==> config.mk <==
export PLATFORM = sky130hd
export DESIGN_NAME = lisa_uart_rx_fifo
export DESIGN_NICKNAME = d
export VERILOG_FILES = /design/src/rtl/lisa_uart_rx_fifo.sv
export SDC_FILE = /design/constraint.sdc
export NUM_CORES = 1
export LEC_CHECK = 0
export CAP_MARGIN = 20
export CELL_PAD_IN_SITES_DETAIL_PLACEMENT = 1
export CELL_PAD_IN_SITES_GLOBAL_PLACEMENT = 1
export CORE_ASPECT_RATIO = 1.1
export CORE_MARGIN = 3
export CORE_UTILIZATION = 49
export DETAILED_ROUTE_END_ITERATION = 8
export PLACE_DENSITY = 0.86
export SLEW_MARGIN = 20
export SYNTH_ARGS = -nofsm -noshare
export SYNTH_HDL_FRONTEND = slang
export SYNTH_SLANG_ARGS = --single-unit
==> constraint.sdc <==
create_clock -name clk -period 7.8 [get_ports clk]
set_clock_uncertainty 0.2 [all_clocks]
set_input_delay 1.56 -clock clk [delete_from_list [all_inputs] [get_ports clk]]
set_output_delay 1.56 -clock clk [all_outputs]
set_load 0.05 [all_outputs]
==> src/rtl/lisa_uart_rx_fifo.sv <==
// UART receiver (5..9 data bits, optional run-time parity, OVS oversampling) feeding a FWFT receive FIFO.
// Words land in the FIFO on the stop-bit sample edge; a frame that arrives while the FIFO is full raises sticky overrun.

module lisa_uart_rx_fifo_buf #(
  parameter int W     = 8,
  parameter int DEPTH = 4
) (
  input  logic                       clk,
  input  logic                       rst,
  input  logic                       push,
  input  logic [W-1:0]               push_data,
  input  logic                       pop,
  output logic [W-1:0]               head,
  output logic [$clog2(DEPTH):0]     count,
  output logic                       full,
  output logic                       avail
);
  localparam int PW    = $clog2(DEPTH);
  localparam int CNT_W = PW + 1;

  logic [W-1:0]  mem [DEPTH];
  logic [PW-1:0] wr_ptr;
  logic [PW-1:0] rd_ptr;
  logic          pop_ok;
  logic          wr_ok;

  assign full   = (count == CNT_W'(DEPTH));
  assign avail  = (count != '0);
  assign pop_ok = pop && avail;
  // A full buffer still accepts a word when a pop frees the head slot in the same cycle.
  assign wr_ok  = push && (!full || pop_ok);
  assign head   = avail ? mem[rd_ptr] : '0;

  always_ff @(posedge clk) begin
    if (wr_ok) mem[wr_ptr] <= push_data;
  end

  always_ff @(posedge clk) begin
    if (rst) begin
      wr_ptr <= '0;
      rd_ptr <= '0;
      count  <= '0;
    end else begin
      if (wr_ok)  wr_ptr <= wr_ptr + PW'(1);
      if (pop_ok) rd_ptr <= rd_ptr + PW'(1);
      case ({wr_ok, pop_ok})
        2'b10:   count <= count + CNT_W'(1);
        2'b01:   count <= count - CNT_W'(1);
        default: count <= count;
      endcase
    end
  end
endmodule

module lisa_uart_rx_fifo #(
  parameter int DATA_W = 8,
  parameter int DEPTH  = 4,
  parameter int OVS    = 16
) (
  input  logic                    clk,
  input  logic                    rst,
  input  logic                    baud_ref,
  input  logic                    rxd,
  input  logic                    parity_en,
  input  logic                    parity_odd,
  input  logic                    rd,
  output logic [DATA_W-1:0]       d,
  output logic                    data_avail,
  output logic                    fifo_full,
  output logic [$clog2(DEPTH):0]  count,
  output logic                    frame_err,
  output logic                    parity_err,
  output logic                    overrun,
  input  logic                    err_clr
);
  localparam int CW = $clog2(OVS);
  localparam int BW = $clog2(DATA_W);

  typedef enum logic [2:0] {
    S_IDLE,
    S_START,
    S_DATA,
    S_PARITY,
    S_STOP,
    S_BREAK
  } state_t;

  state_t            state;
  state_t            state_nxt;
  logic              rx_meta;
  logic              rxs;
  logic [CW-1:0]     tick_cnt;
  logic [BW-1:0]     bit_cnt;
  logic [DATA_W-1:0] shreg;
  logic              par_en_q;
  logic              par_odd_q;
  logic              par_ok;
  logic              tick_half;
  logic              tick_bit;
  logic              sample;
  logic              shift_en;
  logic              par_chk;
  logic              push;
  logic              perr_set;
  logic              ferr_set;
  logic              ovr_set;

  always_ff @(posedge clk) begin
    if (rst) begin
      rx_meta <= 1'b1;
      rxs     <= 1'b1;
    end else begin
      rx_meta <= rxd;
      rxs     <= rx_meta;
    end
  end

  assign tick_half = baud_ref && (tick_cnt == CW'(OVS/2 - 1));
  assign tick_bit  = baud_ref && (tick_cnt == CW'(OVS - 1));

  always_ff @(posedge clk) begin
    if (rst) state <= S_IDLE;
    else     state <= state_nxt;
  end

  always_comb begin
    state_nxt = state;
    sample    = 1'b0;
    shift_en  = 1'b0;
    par_chk   = 1'b0;
    push      = 1'b0;
    perr_set  = 1'b0;
    ferr_set  = 1'b0;
    case (state)
      S_IDLE: begin
        if (!rxs) state_nxt = S_START;
      end
      S_START: begin
        if (tick_half) begin
          sample    = 1'b1;
          state_nxt = rxs ? S_IDLE : S_DATA;
        end
      end
      S_DATA: begin
        if (tick_bit) begin
          sample   = 1'b1;
          shift_en = 1'b1;
          if (bit_cnt == BW'(DATA_W - 1)) state_nxt = par_en_q ? S_PARITY : S_STOP;
        end
      end
      S_PARITY: begin
        if (tick_bit) begin
          sample    = 1'b1;
          par_chk   = 1'b1;
          state_nxt = S_STOP;
        end
      end
      S_STOP: begin
        if (tick_bit) begin
          sample = 1'b1;
          if (!rxs) begin
            // A low stop bit is a framing error; parity is not judged.
            ferr_set  = 1'b1;
            state_nxt = S_BREAK;
          end else begin
            state_nxt = S_IDLE;
            push      = par_ok;
            perr_set  = !par_ok;
          end
        end
      end
      S_BREAK: begin
        if (rxs) state_nxt = S_IDLE;
      end
      default: state_nxt = S_IDLE;
    endcase
  end

  always_ff @(posedge clk) begin
    if (rst) begin
      tick_cnt  <= '0;
      bit_cnt   <= '0;
      shreg     <= '0;
      par_en_q  <= 1'b0;
      par_odd_q <= 1'b0;
      par_ok    <= 1'b1;
    end else begin
      if (state == S_IDLE) begin
        // Parity mode is captured here and held for the whole frame.
        tick_cnt  <= '0;
        bit_cnt   <= '0;
        par_en_q  <= parity_en;
        par_odd_q <= parity_odd;
        par_ok    <= 1'b1;
      end else if (baud_ref) begin
        tick_cnt <= sample ? '0 : tick_cnt + CW'(1);
      end
      if (shift_en) begin
        shreg   <= {rxs, shreg[DATA_W-1:1]};
        bit_cnt <= bit_cnt + BW'(1);
      end
      if (par_chk) par_ok <= (((^shreg) ^ rxs) == par_odd_q);
    end
  end

  assign ovr_set = push && fifo_full && !rd;

  always_ff @(posedge clk) begin
    if (rst) begin
      frame_err  <= 1'b0;
      parity_err <= 1'b0;
      overrun    <= 1'b0;
    end else begin
      if (ferr_set)     frame_err <= 1'b1;
      else if (err_clr) frame_err <= 1'b0;
      if (perr_set)     parity_err <= 1'b1;
      else if (err_clr) parity_err <= 1'b0;
      if (ovr_set)      overrun <= 1'b1;
      else if (err_clr) overrun <= 1'b0;
    end
  end

  lisa_uart_rx_fifo_buf #(
    .W     (DATA_W),
    .DEPTH (DEPTH)
  ) u_buf (
    .clk       (clk),
    .rst       (rst),
    .push      (push),
    .push_data (shreg),
    .pop       (rd),
    .head      (d),
    .count     (count),
    .full      (fifo_full),
    .avail     (data_avail)
  );
endmodule

# Yosys cells after proc, flatten, opt, wreduce, memory -nomap -nowiden
# Memories as Yosys holds them, arrays and structs flattened. A register that Yosys moved wholly into a read port is not among the register bits.
# Cells that the tools add are included.
# word_totals
ff_bits	33
word_cells	104
in_bits	8
mem_count	1
output_inout_bits	16
ramBits	32
# op_classes
add_sub_neg	6
reduce_logical	22
n_mux	40
bitwise	1
n_eq_ne	19
# mem_list
memory	depth	word_bits	read_ports	rd_ports_with_merged_regs	write_ports	line	rtl
u_buf.mem	4	8	1	1	1	21	logic [W-1:0] mem [DEPTH];
# ops
cell	n
$mux 3	11
$mux 1	21
$pmux 3 s6	1
$ne 2x2->1 const B	7
$eq 3x3->1 const B	4
$reduce_bool 2->1	6
$mux 8	1
$reduce_xor 8->1	1
$reduce_and 7->1	1
$add 3x1->3 const B	2
$eq 3x2->1 const B	2
$logic_and 1x1->1	6
$mux 2	3
$pmux 3 s2	1
$add 2x1->2 const B	2
$add 4x1->4 const B	1
$eq 4x3->1 const B	1
$eq 4x4->1 const B	1
$mux 4	1
$eq 3x1->1 const B	1
$logic_not 1->1	3
$logic_not 3->1	1
$reduce_bool 3->1	1
$reduce_or 3->1	1
other kinds (8)	8

# Depth between registers and ports, before layout
# logic_depth
word_depth	7
depth_mapped	11

# Modules after synthesis
# A second synthesis with hierarchy kept.
# hier_totals
hier_cells	264
area_unflattened_um2	3062.9
# modules_own_cells
module	instances	seq_area_each_um2	area_per_inst_um2	cells_each
lisa_uart_rx_fifo_buf	1	1141.1	1712.9	106
lisa_uart_rx_fifo	1	520.5	1350.0	158

# Least setup slack after synthesis
# OpenSTA, ideal clock, no wires.
# synth_path
kind	input to register
startpoint	input rd
endpoint	register u_buf.count[2]
slack_ns	3.992
arrival_ns	3.538
stages	10
required_ns	7.530
setup_ns	0.070
path_cell_list	or4b_2 > nand2_1 > nor2_4 > inv_1 > ha_1 > inv_1 > fa_1 > xor2_1 > or3_1 > a21oi_1
# synth_between
elab_chain_len	5
# synth_rtl
item	line	rtl
from (decl)	66	input logic rd,
$logic_and 1x1->1 *	29	assign pop_ok = pop && avail;
$logic_or 1x1->1	31	assign wr_ok = push && (!full || pop_ok);
$logic_and 1x1->1	31	
$eq 2x1->1 / $eq 2x2->1 (equally long branches)	46	case ({wr_ok, pop_ok})
$pmux 3 s2 / $reduce_bool 2->1 (equally long branches)	n/a	
to (signal assigned)	47	2'b10: count <= count + CNT_W'(1);
to (signal assigned)	48	2'b01: count <= count - CNT_W'(1);
to (signal assigned)	49	default: count <= count;
to (decl)	14	output logic [$clog2(DEPTH):0] count,
# Mark *: on every way between the ends. The rest lies on a longest branch, timed or not.
# A chain may end at the register's enable or synchronous reset.

==> flow_summary.toml <==
[outcome]
outcome = "completed"

[synth]
prevailing_post_synth_register_cell = "sky130_fd_sc_hd__dfxtp_1"
ys_async_sr_fraction = 0
synth-edff-count = 32
number_of_storage_elements_in_the_synthesis_netlist = 67
synth.avg_cell_area_um2 = 11.40
synthesis.instances = 255
yosysWarningCount = 0
seq_area_frac_synth = 0.5717
cell_area_after_synthesis_um2 = 2907
yosysUniqueCellTypes = 38
synth_fp_nets = 272

[global_routing]
first_pass_grt_wire_length_mm = 9.956
antenna_found_initial = 0
first_global_vias = 2054
global_route.usage.total = 0.1950
grt_max_degree = 32
remaining_global_route_overflow = 0

[drt]
detail_route.wl_per_cell_um = 16.52
vias = 1875
route.final.wire_length_mm = 5.881
drtPass1Iterations = 4
first_iter_violations = 58
route.antenna.remaining_nets = 0
via_per_instance_ratio = 5.267
drc_errors = 0

[timing]
max_freq_ghz = 0.2363
number_of_hold_violations_in_the_final_report = 0
tns_ps = 0
final_max_slew_viol_count = 0
grt_setup_unrepaired = "false"
max_slew_margin = 0.6112
finalWorstPathRequiredPeriod_ps = 4232
hold_ws_ps = 217.3
setup_viol_count_final = 0
finalCritPeriodShare = 0.5426
tightest_slew_ps = 583.2

[worst_setup_path]
critPathMaxFanout = 8
critPathLaunchType = "register"
worst_setup_path_class = "register to output port"
worst_setup_path_end_kind = "output port"
worstPathArrival_ps = 2470
cp.required_ps = 6040

[cells_and_area]
layout.area.seq_um2 = 1662
final_cell_mix = "sky130_fd_sc_hd__nand2_1 (35), sky130_fd_sc_hd__dfxtp_1 (35), sky130_fd_sc_hd__edfxtp_1 (32)"
fillerInstances = 586
area_delta_synth_final_pct = 15.67
antenna_cells_inserted = 0
area_occupied_by_multi_input_gates_um2 = 1151
layout.nets = 293
layoutNonFillerInstCount = 356
share_of_final_layout_standard_cells_stronger_than_drive_strength_1 = 0.1103
fin_area_um2 = 3362

[floorplanning]
standard_cell_rows = 28
die-area_um2 = 6893
dieHeight_um = 86.78
fp.dieW_um = 79.44
core_um2 = 5570
floorplan.io_pins = 24
initial_core_util = 0.5218

[placement]
placed_cell_area_um2 = 3178
portBuffers = 23
place.gp.congestion = 0.7533
placed_cells_incl_taps = 340
dpl.hpwl_mm = 4.181

[clocking]
clock_tree_root_buffer_cell = "sky130_fd_sc_hd__clkbuf_8"
cts_post_setup_buffers_inserted = 0
cts_resized = 0
worst_setup_hold_path_clk_slew_ps = 70
cts_tree = "yes"
cts.sinks = 67
cts.htree.levels = 3
insertion_delay_ps = 340
cts_max_path_buffers = 2
clock_buffer_count_from_cts = 9
cts-hold-fix-buffers = 0

[pwr]
p_clk_frac = 0.407
cellInternalPower_mw = 0.5355
vdd.ir_drop.worst_uv = 124.6
switching_share = 0.2086
switching_power_mw = 0.1412
power_density_nw_per_um2 = 201.3
power.share.combinational = 0.041
leakage_dissipation_nw = 1.228
seq_power_share = 0.552

[job]
maxCapViolCount = 0

[hold_path]
worstHoldPathType = "register to register"
## routing by layer
metal	GRT usage	routed length (um)
met2	0.3523	3218
met4	0.08438	131
met5	0	0
met3	0.05613	175
met1	0.2106	2356
## layout make-up
class	count	area share
clock buffer	13	0.04429
multi-input combinational	165	0.3424
clock inverter	3	0.01191
tap	75	0.02791
timing repair buffer	24	0.06922
inverter	9	0.01005
sequential	67	0.4942
## power by group through the flow
stage / Sequential [mW] / Combinational [mW] / Clock, mW
floorplan: 0.378 / 0.0234 / 0
global placement: 0.381 / 0.0270 / 0
detailed placement: 0.382 / 0.0283 / 0
CTS: 0.374 / 0.0284 / 0.283
global route: 0.374 / 0.0312 / 0.300
finish: 0.374 / 0.0277 / 0.275
## critical path: stages (launching register included)
cell and delay, ps:
sky130_fd_sc_hd__dfxtp_1 670, sky130_fd_sc_hd__mux4_2 590, sky130_fd_sc_hd__and2_1 170, sky130_fd_sc_hd__clkdlybuf4s50_1 700
## synth_stat cells, types with 3 or more instances
cell,count,area (um2)
sky130_fd_sc_hd__edfxtp_1,32,960.9
sky130_fd_sc_hd__nor3_1,3,15.01
sky130_fd_sc_hd__a21oi_1,20,100.1
sky130_fd_sc_hd__inv_1,9,33.78
sky130_fd_sc_hd__clkbuf_1,10,37.54
sky130_fd_sc_hd__nor2_1,19,71.32
sky130_fd_sc_hd__o21ai_0,5,25.02
sky130_fd_sc_hd__ha_1,8,100.1
sky130_fd_sc_hd__or3_1,6,37.54
sky130_fd_sc_hd__nand2_1,35,131.4
sky130_fd_sc_hd__xnor2_1,9,78.83
sky130_fd_sc_hd__nand3_1,6,30.03
sky130_fd_sc_hd__and2_1,13,81.33
sky130_fd_sc_hd__dfxtp_1,35,700.7
sky130_fd_sc_hd__xor2_1,5,43.79
sky130_fd_sc_hd__buf_2,3,15.01
sky130_fd_sc_hd__mux4_2,8,180.2
sky130_fd_sc_hd__mux2i_1,3,30.03
sky130_fd_sc_hd__nand2b_1,3,18.77
sky130_fd_sc_hd__or2_2,3,18.77
sky130_fd_sc_hd__o22ai_1,3,18.77
## path summary, 6_finish.rpt
path                                   from             end  slack (ps)  cells after the start
worst max-delay path               register            d[1]        3570                      3
worst min-delay path                rx_meta             rxs         220                      1
worst max register to register  tick_cnt[0]  u_buf.count[2]        4890                     11
worst min register to register      rx_meta             rxs         220                      1
## sequential cells by signal (all words and copies together), names as in the netlist, named ones only
name          flops
u_buf.rd_ptr      2
par_en_q          1
u_buf.wr_ptr      2
tick_cnt          4
parity_err        1
u_buf.count       3
frame_err         1
u_buf.mem        32
state             3
rxs               1
shreg             8
par_odd_q         1
par_ok            1
overrun           1
bit_cnt           3
rx_meta           1
## per-stage QoR
step / util / setup slack (ps) / power (mW)
floorplan: - / 3992 / 0.4011
global placement: 0.5705 / 3394 / 0.4082
detailed placement: 0.5705 / 3271 / 0.4098
CTS: 0.6044 / 3501 / 0.6854
global route: 0.6035 / 3396 / 0.7053
finish: 0.6035 / 3568 / 0.6767
## cell families after synthesis
| group | synth area share |
|---|---|
| XOR/XNOR | 0.04994 |
| AND/OR/NAND/NOR | 0.1670 |
| multiplexers | 0.07232 |
| AO/OA/AOI/OAI | 0.06544 |
| flip-flops | 0.5717 |
| adder cells (fa/ha/maj) | 0.04133 |
| buffers and inverters | 0.03229 |
No activity file was read; power rests on OpenSTA's default activity.
